==> config.mk <==
export PLATFORM = sky130hd
export DESIGN_NAME = ram_bist
export DESIGN_NICKNAME = d
export VERILOG_FILES = /design/src/rtl/ram_bist.sv
export SDC_FILE = /design/constraint.sdc
export NUM_CORES = 1
export LEC_CHECK = 0
export CORE_MARGIN = 2
export CORE_UTILIZATION = 30
export DETAILED_ROUTE_END_ITERATION = 10
export PLACE_DENSITY = 0.5
export SLEW_MARGIN = 20
export SYNTH_ARGS = -nofsm -noshare
export SYNTH_HDL_FRONTEND = slang
export SYNTH_SLANG_ARGS = --single-unit
==> constraint.sdc <==
create_clock -name clk -period 2.9 [get_ports clk]
set_input_delay 0.435 -clock clk [delete_from_list [all_inputs] [get_ports clk]]
set_output_delay 0.435 -clock clk [all_outputs]
set_load 0.05 [all_outputs]
==> src/rtl/ram_bist.sv <==
// Write/read-compare BIST for a 128x8 synchronous RAM; optional inverted second pass
// is enabled by defining RAM_BIST_INVERT_PASS_EN.
//
// state   | meaning
// IDLE    | waiting for start after reset
// WRITE   | writing exp(a) to addresses 0..127
// READ    | issuing reads 0..127, comparing the previous read each cycle
// CHECK   | compare of the final read, then next pass or DONE
// DONE    | result held until the next accepted start
module ram_bist #(
    parameter logic [7:0] PAT = 8'hA5
) (
    input  logic       clk,
    input  logic       rst,
    input  logic       start,
    output logic       busy,
    output logic       done,
    output logic       pass,
    output logic [6:0] fail_addr,
    output logic [7:0] fail_data,
    output logic       mem_we,
    output logic [6:0] mem_addr,
    output logic [7:0] mem_wdata,
    input  logic [7:0] mem_rdata
);

    localparam logic [2:0] S_IDLE  = 3'd0;
    localparam logic [2:0] S_WRITE = 3'd1;
    localparam logic [2:0] S_READ  = 3'd2;
    localparam logic [2:0] S_CHECK = 3'd3;
    localparam logic [2:0] S_DONE  = 3'd4;

    logic [2:0] state_q, state_d;
    logic       busy_q, busy_d;
    logic       done_q, done_d;
    logic       pass_q, pass_d;
    logic [6:0] fail_addr_q, fail_addr_d;
    logic [7:0] fail_data_q, fail_data_d;
    logic       we_q, we_d;
    logic [6:0] addr_q, addr_d;
    logic [7:0] wdata_q, wdata_d;
    logic       cmp_vld_q, cmp_vld_d;
    logic [6:0] cmp_addr_q, cmp_addr_d;
    logic [7:0] pass_mask;
    logic       mismatch;

`ifdef RAM_BIST_INVERT_PASS_EN
    logic       inv_q, inv_d;
    assign pass_mask = {8{inv_q}};
`else
    assign pass_mask = 8'h00;
`endif

    function automatic logic [7:0] exp_fn(input logic [6:0] a, input logic [7:0] mask);
        exp_fn = PAT ^ {1'b0, a} ^ mask;
    endfunction

    // cmp_vld_q marks that mem_rdata this cycle belongs to the read issued last cycle
    assign mismatch = cmp_vld_q && (mem_rdata != exp_fn(cmp_addr_q, pass_mask));

    always_comb begin
        state_d     = state_q;
        busy_d      = busy_q;
        done_d      = done_q;
        pass_d      = pass_q;
        fail_addr_d = fail_addr_q;
        fail_data_d = fail_data_q;
        we_d        = we_q;
        addr_d      = addr_q;
        wdata_d     = wdata_q;
        cmp_vld_d   = 1'b0;
        cmp_addr_d  = cmp_addr_q;
`ifdef RAM_BIST_INVERT_PASS_EN
        inv_d       = inv_q;
`endif
        case (state_q)
            S_IDLE, S_DONE: begin
                if (start) begin
                    state_d     = S_WRITE;
                    busy_d      = 1'b1;
                    done_d      = 1'b0;
                    pass_d      = 1'b0;
                    fail_addr_d = 7'd0;
                    fail_data_d = 8'd0;
                    we_d        = 1'b1;
                    addr_d      = 7'd0;
                    wdata_d     = exp_fn(7'd0, 8'h00);
`ifdef RAM_BIST_INVERT_PASS_EN
                    inv_d       = 1'b0;
`endif
                end
            end
            S_WRITE: begin
                if (addr_q == 7'd127) begin
                    state_d = S_READ;
                    we_d    = 1'b0;
                    addr_d  = 7'd0;
                    wdata_d = 8'd0;
                end else begin
                    addr_d  = addr_q + 7'd1;
                    wdata_d = exp_fn(addr_q + 7'd1, pass_mask);
                end
            end
            S_READ, S_CHECK: begin
                if (mismatch) begin
                    state_d     = S_DONE;
                    busy_d      = 1'b0;
                    done_d      = 1'b1;
                    pass_d      = 1'b0;
                    fail_addr_d = cmp_addr_q;
                    fail_data_d = mem_rdata;
                end else if (state_q == S_READ) begin
                    cmp_vld_d  = 1'b1;
                    cmp_addr_d = addr_q;
                    if (addr_q == 7'd127) state_d = S_CHECK;
                    else addr_d = addr_q + 7'd1;
                end else begin
`ifdef RAM_BIST_INVERT_PASS_EN
                    if (!inv_q) begin
                        state_d = S_WRITE;
                        we_d    = 1'b1;
                        addr_d  = 7'd0;
                        wdata_d = exp_fn(7'd0, 8'hFF);
                        inv_d   = 1'b1;
                    end else begin
                        state_d = S_DONE;
                        busy_d  = 1'b0;
                        done_d  = 1'b1;
                        pass_d  = 1'b1;
                    end
`else
                    state_d = S_DONE;
                    busy_d  = 1'b0;
                    done_d  = 1'b1;
                    pass_d  = 1'b1;
`endif
                end
            end
            default: begin
                state_d = S_IDLE;
                busy_d  = 1'b0;
                done_d  = 1'b0;
                pass_d  = 1'b0;
                we_d    = 1'b0;
            end
        endcase
    end

    always_ff @(posedge clk or posedge rst) begin
        if (rst) begin
            state_q     <= S_IDLE;
            busy_q      <= 1'b0;
            done_q      <= 1'b0;
            pass_q      <= 1'b0;
            fail_addr_q <= 7'd0;
            fail_data_q <= 8'd0;
            we_q        <= 1'b0;
            addr_q      <= 7'd0;
            wdata_q     <= 8'd0;
            cmp_vld_q   <= 1'b0;
            cmp_addr_q  <= 7'd0;
`ifdef RAM_BIST_INVERT_PASS_EN
            inv_q       <= 1'b0;
`endif
        end else begin
            state_q     <= state_d;
            busy_q      <= busy_d;
            done_q      <= done_d;
            pass_q      <= pass_d;
            fail_addr_q <= fail_addr_d;
            fail_data_q <= fail_data_d;
            we_q        <= we_d;
            addr_q      <= addr_d;
            wdata_q     <= wdata_d;
            cmp_vld_q   <= cmp_vld_d;
            cmp_addr_q  <= cmp_addr_d;
`ifdef RAM_BIST_INVERT_PASS_EN
            inv_q       <= inv_d;
`endif
        end
    end

    assign busy      = busy_q;
    assign done      = done_q;
    assign pass      = pass_q;
    assign fail_addr = fail_addr_q;
    assign fail_data = fail_data_q;
    assign mem_we    = we_q;
    assign mem_addr  = addr_q;
    assign mem_wdata = wdata_q;

endmodule
==> flow_metrics.tcl <==
set metrics [dict create \
    clkSinkCount 45 \
    final-seq-area_sq_um 1130 \
    io_pins 45 \
    fin_tns_setup_ns 0 \
    synth_edf_count 0 \
    post_cts_buffers 0 \
    synthTopCellsByArea "dfrtp_1, o21ai_0, nand3_1" \
    synth_common_cells "dfrtp_1, o21ai_0, inv_1, nand3_1, nor2_1" \
    cp_slowest_cell "dfrtp_1" \
    cts_tree "yes" \
    path_clk_slew_ns 0.08 \
    slew_headroom 0.432 \
    root_buffer "clkbuf_8" \
    synthCells 204 \
    grt_overflow_total 0 \
    p_leak_uw 0.00119 \
    area_growth_pct 30.0 \
    worstMarginPinSlew_ns 0.849 \
    crit_chain "ha_1 > nand3_2 > nor3_1 > o31ai_4 > nand2_1 > mux2_2" \
    netlist.area_leader.share 0.527 \
    ant_nets 0 \
    p_int_uw 1240 \
    multiInputGateArea_sq_um 898 \
    io_buffer_count 44 \
    clkPwrFrac 0.206 \
    antenna_cells 0 \
    worstPathMaxFanout 7 \
    ys_types 47 \
    fp.dieW_um 88.4 \
    finalHoldWorstSlack_ns 0.499 \
    avgViaCountPerCell 4.56 \
    die_area_sq_um 7810 \
    max_stage_delay_ns 0.53 \
    rows 30 \
    worst_ep_required_time_ns 3.09 \
    critPathLaunchType "flip-flop" \
    start_util 0.313 \
    ys_seq_elements 45 \
    fmax_ghz 0.450 \
    wl_um 4970 \
    drt_iter0_drc 51 \
    gp_congestion 0.762 \
    core_region_area_sq_um 6830 \
    dp_hpwl_um 3560 \
    synth.most_common_cell "dfrtp_1" \
    fin_crit_ns 2.22 \
    ir_worst_vdd_v 0.000330 \
    dr_total_vias 1578 \
    p_seq_frac 0.404 \
    syn_nets 216 \
    track_usage 0.140 \
    syn_area_per_cell_sq_um 10.5 \
    hold_viol_final 0 \
    grt_pass1_vias 1611 \
    pwr-share-comb 0.390 \
    antenna_found_initial 0 \
    setup_viol 0 \
    crit_type "reg -> reg" \
    finalClockSkew_ns 0.00312 \
    sw_frac_of_total 0.404 \
    grt_pass1_wl_um 8280 \
    synth_top_area_cell "dfrtp_1" \
    fin_nets 261 \
    ys_warn_count 0 \
    cts_resized 0 \
    ys_async_sr_fraction 1.00 \
    grt_setup_unrepaired "false" \
    synth_flop_cell "dfrtp_1" \
    avgRoutedWirePerCell_um 14.4 \
    clk_latency_ns 0.29 \
    outcome "completed" \
    layout-drive-gt1-share 0.124 \
    cp-end-kind "flip-flop" \
    drc 0 \
    drv_slew 0 \
    synth_area_sq_um 2140 \
    timing.final.crit_share 0.767 \
    n_fill_cell 685 \
    cp.arrival_ns 2.41 \
    ys_seq_area_frac 0.527 \
    die_h_um 88.4 \
    cts.path.max_buffers 2 \
    drtPass1Iterations 4 \
    grt_max_degree 46 \
    cts_buffers 5 \
    cap_viol_max_count 0 \
    h-tree-depth 2 \
    p_sw_uw 840 \
    powerDensity_nw_per_um2 748 \
    ctsHoldBuffers 0 \
    min_path_type "reg -> reg" \
]
metrics by stage:
step           std cells  setup slack (ns)  area (sq um)  utilization  total power, uW
2_1_floorplan        204             0.669          2140            -             1370
4_1_cts              346             0.651          2780        0.406             2110
3_5_place_dp         338             0.470          2680        0.392             1670
3_3_place_gp         338             0.510          2680        0.392             1680
6_report             346             0.675          2780        0.406             2080
5_1_grt              346             0.478          2780        0.406             2180
logic make-up (layout without fill, tap and decap cells):
kind of cell / after synthesis / count (layout) / synth area share
AO/OA/AOI/OAI: 48 / 48 / 0.153
XOR/XNOR: 12 / 12 / 0.0492
buffers and inverters: 28 / 74 / 0.0521
AND/OR/NAND/NOR: 61 / 61 / 0.165
multiplexers: 9 / 9 / 0.0469
flip-flops: 45 / 45 / 0.527
adder cells (fa/ha/maj): 1 / 1 / 0.00586
power groups by stage:
stage / sequential (uW) / combinational, uW / clock, uW
after global placement: 857 / 818 / 0
after CTS: 844 / 820 / 443
after global routing: 855 / 856 / 465
final: 839 / 810 / 427
after detailed placement: 856 / 816 / 0
after floorplan: 1130 / 240 / 0
registers in the layout, indices dropped and copies added, names as in the netlist:
name,cells
busy,1
cmp_addr_q,7
cmp_vld_q,1
done,1
fail_addr,7
fail_data,8
mem_addr,7
mem_wdata,8
mem_we,1
pass,1
state_q,3
cells in the final DEF (no fill, tap or decap), drive strengths merged, types with 2 or more instances in the layout:
cell type      count
clkdlybuf4s50     44
nand3             21
dfrtp             45
o21ai             26
a21o               2
a32o               2
xnor2              7
o21a               4
o211ai             3
nor3b              2
a21oi              2
and3               3
nand3b             2
a22o               2
nand2              9
buf                2
and4               2
xor2               5
nor2              11
mux2               8
or3                2
nand4              2
nor3               2
clkbuf             7
inv               20
worst paths after layout:
kind | from | endpoint | slack [ns] | depth (start not counted)
max in group asynchronous | rst | fail_addr[3]$_DFFE_PP0P_ | 1.93 | 3
setup reg to reg | mem_addr[0]$_DFFE_PP0P_ | mem_addr[5]$_DFFE_PP0P_ | 0.68 | 6
hold reg to reg | mem_wdata[6]$_DFFE_PP0P_ | mem_wdata[6]$_DFFE_PP0P_ | 0.50 | 2
min in group asynchronous | rst | fail_data[1]$_DFFE_PP0P_ | 0.59 | 3
setup / recovery | mem_addr[0]$_DFFE_PP0P_ | mem_addr[5]$_DFFE_PP0P_ | 0.68 | 6
hold / removal | mem_wdata[6]$_DFFE_PP0P_ | mem_wdata[6]$_DFFE_PP0P_ | 0.50 | 2
critical path: cells and delay by family (launching register included):
kind            cells  cell delay [ns]
compound gates      1             0.16
fa+ha+maj           1             0.33
flops               1             0.53
mux                 1             0.35
simple gates        3             0.74
cell type report:
cell class | instances | share of cell area
sequential | 45 | 0.406
inverter | 20 | 0.0270
tap | 96 | 0.0433
timing repair buffer | 46 | 0.164
clock inverter | 1 | 0.00180
clock buffer | 7 | 0.0347
multi-input combinational | 131 | 0.324
metal layers:
layer,track usage,vias up,share of wire
met5,0,-,0
met4,0.0413,0,0.011
met3,0.0299,4,0.034
met2,0.228,29,0.48
met1,0.189,747,0.47
li1,-,798,-
Power figures use the tool's default switching activity.
